### src/rtl/joker_spi_cmd.sv
// SPI pass-through for the J_CMD_SPI command: bytes 1..len-1 of an EP2 OUT packet are
// shifted to the flash (mode 0) and the bytes clocked back are returned as the EP1 IN reply.
module joker_spi_cmd #(
  parameter int CLK_DIV = 2,
  parameter int MAX_LEN = 512,
  parameter int CMD_ID  = 30
) (
  input  logic        clk,
  input  logic        reset,
  input  logic        buf_out_hasdata,
  input  logic [9:0]  buf_out_len,
  input  logic [7:0]  buf_out_q,
  output logic [10:0] buf_out_addr_o,
  output logic        buf_out_arm,
  input  logic        buf_out_arm_ack,
  output logic [10:0] usb_in_addr_o,
  output logic [7:0]  usb_in_data_o,
  output logic        usb_in_wren_o,
  input  logic        usb_in_ready,
  output logic        usb_in_commit,
  output logic [10:0] usb_in_commit_len,
  input  logic        usb_in_commit_ack,
  output logic        FLASH_SCLK,
  output logic        FLASH_MOSI,
  output logic        FLASH_nCS,
  input  logic        FLASH_MISO,
  output logic        busy
);

  localparam logic [7:0]  DIV_M1 = 8'(CLK_DIV - 1);
  localparam logic [10:0] MAX_L  = 11'(MAX_LEN);
  localparam logic [7:0]  CMD    = 8'(CMD_ID);

  typedef enum logic [3:0] {
    IDLE, RD_CMD, CHECK, RD_BYTE, SHIFT, STORE, CS_HOLD, COMMIT, ARM
  } state_t;

  state_t      state, state_nx;
  logic [10:0] len_r;
  logic [10:0] idx;
  logic [7:0]  cmd_r;
  logic        rd_wait;
  logic [7:0]  div_cnt;
  logic [2:0]  bit_cnt;
  logic [7:0]  tx_sh;
  logic [7:0]  rx_sh;

  logic bad, half_done, more;
  assign bad       = (cmd_r != CMD) || (len_r < 11'd2) || (len_r > MAX_L);
  assign half_done = (div_cnt == 8'd0);
  assign more      = ((idx + 11'd1) < len_r);
  assign busy      = (state != IDLE);

  always_ff @(posedge clk) begin
    if (reset) state <= IDLE;
    else       state <= state_nx;
  end

  // CHECK uses nCS as its first-cycle marker: high means the packet is not yet validated.
  always_comb begin
    state_nx = state;
    case (state)
      IDLE:    if (buf_out_hasdata && usb_in_ready) state_nx = RD_CMD;
      RD_CMD:  if (rd_wait) state_nx = CHECK;
      CHECK: begin
        if (FLASH_nCS) begin
          if (bad) state_nx = ARM;
        end else if (half_done) begin
          state_nx = RD_BYTE;
        end
      end
      RD_BYTE: if (rd_wait) state_nx = SHIFT;
      SHIFT:   if (half_done && FLASH_SCLK && (bit_cnt == 3'd7)) state_nx = STORE;
      STORE:   state_nx = more ? RD_BYTE : CS_HOLD;
      CS_HOLD: if (half_done) state_nx = COMMIT;
      COMMIT:  if (usb_in_commit_ack) state_nx = ARM;
      ARM:     if (buf_out_arm_ack) state_nx = IDLE;
      default: state_nx = IDLE;
    endcase
  end

  always_ff @(posedge clk) begin
    if (reset) begin
      buf_out_addr_o    <= '0;
      buf_out_arm       <= 1'b0;
      usb_in_addr_o     <= '0;
      usb_in_data_o     <= '0;
      usb_in_wren_o     <= 1'b0;
      usb_in_commit     <= 1'b0;
      usb_in_commit_len <= '0;
      FLASH_SCLK        <= 1'b0;
      FLASH_MOSI        <= 1'b0;
      FLASH_nCS         <= 1'b1;
      len_r             <= '0;
      idx               <= '0;
      cmd_r             <= '0;
      rd_wait           <= 1'b0;
      div_cnt           <= '0;
      bit_cnt           <= '0;
      tx_sh             <= '0;
      rx_sh             <= '0;
    end else begin
      usb_in_wren_o <= 1'b0;
      case (state)
        IDLE: begin
          buf_out_addr_o <= '0;
          rd_wait        <= 1'b0;
          if (buf_out_hasdata && usb_in_ready) len_r <= {1'b0, buf_out_len};
        end
        RD_CMD: begin
          rd_wait <= ~rd_wait;
          if (rd_wait) cmd_r <= buf_out_q;
        end
        CHECK: begin
          if (FLASH_nCS) begin
            if (bad) begin
              buf_out_arm <= 1'b1;
            end else begin
              FLASH_nCS     <= 1'b0;
              usb_in_wren_o <= 1'b1;
              usb_in_addr_o <= '0;
              usb_in_data_o <= CMD;
              div_cnt       <= DIV_M1;
            end
          end else if (half_done) begin
            idx            <= 11'd1;
            buf_out_addr_o <= 11'd1;
          end else begin
            div_cnt <= div_cnt - 8'd1;
          end
        end
        RD_BYTE: begin
          rd_wait <= ~rd_wait;
          if (rd_wait) begin
            tx_sh      <= buf_out_q;
            FLASH_MOSI <= buf_out_q[7];
            div_cnt    <= DIV_M1;
            bit_cnt    <= '0;
          end
        end
        SHIFT: begin
          if (!half_done) begin
            div_cnt <= div_cnt - 8'd1;
          end else begin
            div_cnt <= DIV_M1;
            if (!FLASH_SCLK) begin
              FLASH_SCLK <= 1'b1;
              rx_sh      <= {rx_sh[6:0], FLASH_MISO};
            end else begin
              FLASH_SCLK <= 1'b0;
              if (bit_cnt == 3'd7) begin
                usb_in_wren_o <= 1'b1;
                usb_in_addr_o <= idx;
                usb_in_data_o <= rx_sh;
              end else begin
                bit_cnt    <= bit_cnt + 3'd1;
                tx_sh      <= {tx_sh[6:0], 1'b0};
                FLASH_MOSI <= tx_sh[6];
              end
            end
          end
        end
        STORE: begin
          if (more) begin
            idx            <= idx + 11'd1;
            buf_out_addr_o <= idx + 11'd1;
          end else begin
            div_cnt <= DIV_M1;
          end
        end
        CS_HOLD: begin
          if (half_done) begin
            FLASH_nCS         <= 1'b1;
            usb_in_commit     <= 1'b1;
            usb_in_commit_len <= len_r;
          end else begin
            div_cnt <= div_cnt - 8'd1;
          end
        end
        COMMIT: begin
          if (usb_in_commit_ack) begin
            usb_in_commit <= 1'b0;
            buf_out_arm   <= 1'b1;
          end
        end
        ARM: begin
          if (buf_out_arm_ack) begin
            buf_out_arm    <= 1'b0;
            buf_out_addr_o <= '0;
          end
        end
        default: ;
      endcase
    end
  end

endmodule

### config.mk
export PLATFORM = sky130hd
export DESIGN_NAME = joker_spi_cmd
export DESIGN_NICKNAME = d
export VERILOG_FILES = /design/src/rtl/joker_spi_cmd.sv
export SDC_FILE = /design/constraint.sdc
export NUM_CORES = 1
export LEC_CHECK = 0
export CORE_MARGIN = 5
export CORE_UTILIZATION = 28
export DETAILED_ROUTE_END_ITERATION = 10
export PLACE_DENSITY = 0.45
export SLEW_MARGIN = 40
export SYNTH_ARGS = -nofsm -noshare
export SYNTH_HDL_FRONTEND = slang
export SYNTH_SLANG_ARGS = --single-unit
### constraint.sdc
create_clock -name clk -period 2.8 [get_ports clk]
set_input_delay 0.42 -clock clk [delete_from_list [all_inputs] [get_ports clk]]
set_output_delay 0.42 -clock clk [all_outputs]
set_load 0.01 [all_outputs]
==> results_dict.tcl <==
set metrics [dict create \
    syn_inst 599 \
    grt_antenna_before_repair 0 \
    critPathKind "reg -> reg" \
    hold_path.class "reg -> reg" \
    fmax_mhz 375 \
    grt_overflow_total 0 \
    htree_levels 3 \
    first_pass_iters 5 \
    setup_viol 0 \
    synth_ff_type "dfxtp_1" \
    drc 0 \
    syn_area_mm2 0.00504 \
    fillers 1823 \
    worstReg2RegStart "idx[1]$_SDFFE_PP0P_" \
    clk_pin_slew_ps 70 \
    grt_use_total_pct 14.6 \
    synth_edf_count 0 \
    cp.arrival_ps 2940 \
    outcome "completed" \
    power_uw 3900 \
    grt_pass1_wl_um 24300 \
    critPathCaptureType "register" \
    clkSinkCount 106 \
    worstSkewPairLatency_ps 350 \
    multi_input_area_mm2 0.00277 \
    ant_nets 0 \
    worstPathRequired_ps 3070 \
    cap_violations 0 \
    wl_um 15000 \
    cts_buffers 9 \
    die_x_um 144 \
    worstMarginPinSlew_ps 731 \
    min_period_over_period_pct 95.3 \
    start_kind "register" \
    io_buffer_count 71 \
    layout_commonest_cell "dfxtp_1" \
    hp-start "buf_out_arm$_SDFFE_PP0P_" \
    worstSetupStartpoint "idx[1]$_SDFFE_PP0P_" \
    grt_pass1_vias 4620 \
    synth-seq-cells 106 \
    grt_max_degree 53 \
    routed-wl-met3_um 728 \
    final_cell_mix "dfxtp_1, clkdlybuf4s50_1, nand2_1" \
    clk_path_buf_depth 2 \
    finalHoldViolations 0 \
    min_period_ps 2670 \
    vias 4604 \
    final_nets 722 \
    place_congestion 0.828 \
    hpwl_um 10900 \
    core_mm2 0.0178 \
    io_pins 73 \
    rsz0062_at_grt "true" \
    dieArea_mm2 0.0208 \
    wl_per_cell_um 16.3 \
    drt_iter0_markers 246 \
    area_growth_pct 31.2 \
    syn-num-nets 638 \
    power_per_cell_area_mw_per_mm2 590 \
    peakVddDrop_mv 0.271 \
    syn_area_per_cell_um2 8.41 \
    slew_violations 0 \
    power.leakage_uw 0.00233 \
    finalSetupTns_ps 0 \
    drt-vias-per-instance 5.02 \
    worstPathMaxFanout 7 \
    yosysWarnings 0 \
    dieHeight_um 144 \
    initial_core_util_pct 28.2 \
    ys_async_sr_fraction_pct 0 \
    ys_seq_area_share_pct 42.1 \
    maxSlewHeadroom_pct 51.2 \
    dr_wl_met2_um 6570 \
    wl_met1_um 7490 \
    cts_root_buf "clkbuf_16" \
    layout-drive-gt1-share_pct 12.5 \
    hold_buffers 0 \
    regArea_mm2 0.00213 \
    dr.max_layer_used "met4" \
    skew_ps 8.23 \
    cts_tree "built" \
    diodes 0 \
    synthDistinctLibCells 68 \
    rows 49 \
]
[flip-flops by register name (all words and copies together) (netlist names), 3 cells and up]
name	flops
bit_cnt	3
buf_out_addr_o	11
cmd_r	8
div_cnt	8
idx	11
len_r	10
rx_sh	8
state	4
tx_sh	7
usb_in_addr_o	11
usb_in_commit_len	10
usb_in_data_o	8
[per-layer routing]
metal	GRT usage [%]	up-vias
met5	0	-
met4	4.12	0
met3	3.27	10
met2	22.2	113
met1	20.8	2191
li1	-	2290
[synthesized netlist by cell type (all sizes together) (3+ instances only)]
cell,count,area [um2]
nor2,59,224
clkbuf,25,93.8
mux2i,28,280
buf,13,72.6
o311ai,3,26.3
o21a,4,31.3
or3,6,37.5
dfxtp,106,2120
o41ai,3,26.3
and3,5,31.3
and4,4,35.0
nand3,25,130
xnor2,6,52.6
a211oi,5,37.5
a211o,3,26.3
nor4b,3,32.5
or4,3,22.5
o21ai,25,125
nor3,8,45.0
inv,20,77.6
ha,14,175
nand3b,3,35.0
nor2b,7,43.8
o31ai,6,45.0
o211ai,4,30.0
and2,5,31.3
nand2,68,255
a311oi,8,70.1
nand2b,23,144
a21oi,63,323
nand4,9,56.3
nor4,5,46.3
a21o,4,30.0
[per-stage QoR]
step           std cells  hold WS, ps  util, %  setup WS (ps)  instance area, um2
2_1_floorplan        599          447        -           33.5                5060
3_3_place_gp         898          449     34.7            104                6190
3_5_place_dp         898          444     34.7          -14.4                6190
4_1_cts              914          461     36.5           8.24                6520
5_1_grt              917          468     37.1          -24.4                6610
6_report             917          456     37.1            130                6610
[cell families (layout without fill, tap and decap cells)]
kind of cell	count (synthesis)	count (layout)	synth area share (%)
simple gates	240	240	24.3
compound gates	144	144	18.2
flops	106	106	42.1
buf+inv	58	147	4.84
mux	28	28	5.56
fa+ha+maj	14	14	3.48
xor+xnor	8	8	1.39
other cells	1	1	0.0744
[where the power goes]
group	internal [uW]	switching [uW]	total [uW]
registers	1560	88.4	1650
logic	339	496	835
clock network	838	578	1420
[what timing repair did]
item	4_1_cts	5_1_grt
pin swaps	0	8
gates resized for setup	1	19
cloned	0	1
setup endpoints to repair	1	31
setup buffers	0	2
[path summary, 6_finish.rpt]
path | endpoint | slack (ps) | depth (start not counted)
setup / recovery | div_cnt[0]$_SDFFE_PP0P_ | 130 | 9
hold / removal | buf_out_arm$_SDFFE_PP0P_ | 460 | 2
hold reg to reg | buf_out_arm$_SDFFE_PP0P_ | 460 | 2
setup reg to reg | div_cnt[0]$_SDFFE_PP0P_ | 130 | 9
[critical path: stages, from the launching register on]
cell	delay [ps]
dfxtp_2	360
buf_4	130
and4_1	230
nand4_1	200
xnor2_1	230
ha_1	340
nand3_1	200
o21a_4	310
or4_4	520
o31ai_2	70
[area by class of cell]
class / count / share of cell area (%)
tap: 229 / 4.33
inverter: 20 / 1.17
multi-input combinational: 435 / 41.9
timing repair buffer: 111 / 15.4
sequential: 106 / 32.2
clock inverter: 3 / 1.04
clock buffer: 13 / 3.94
Power figures use the tool's default switching activity.
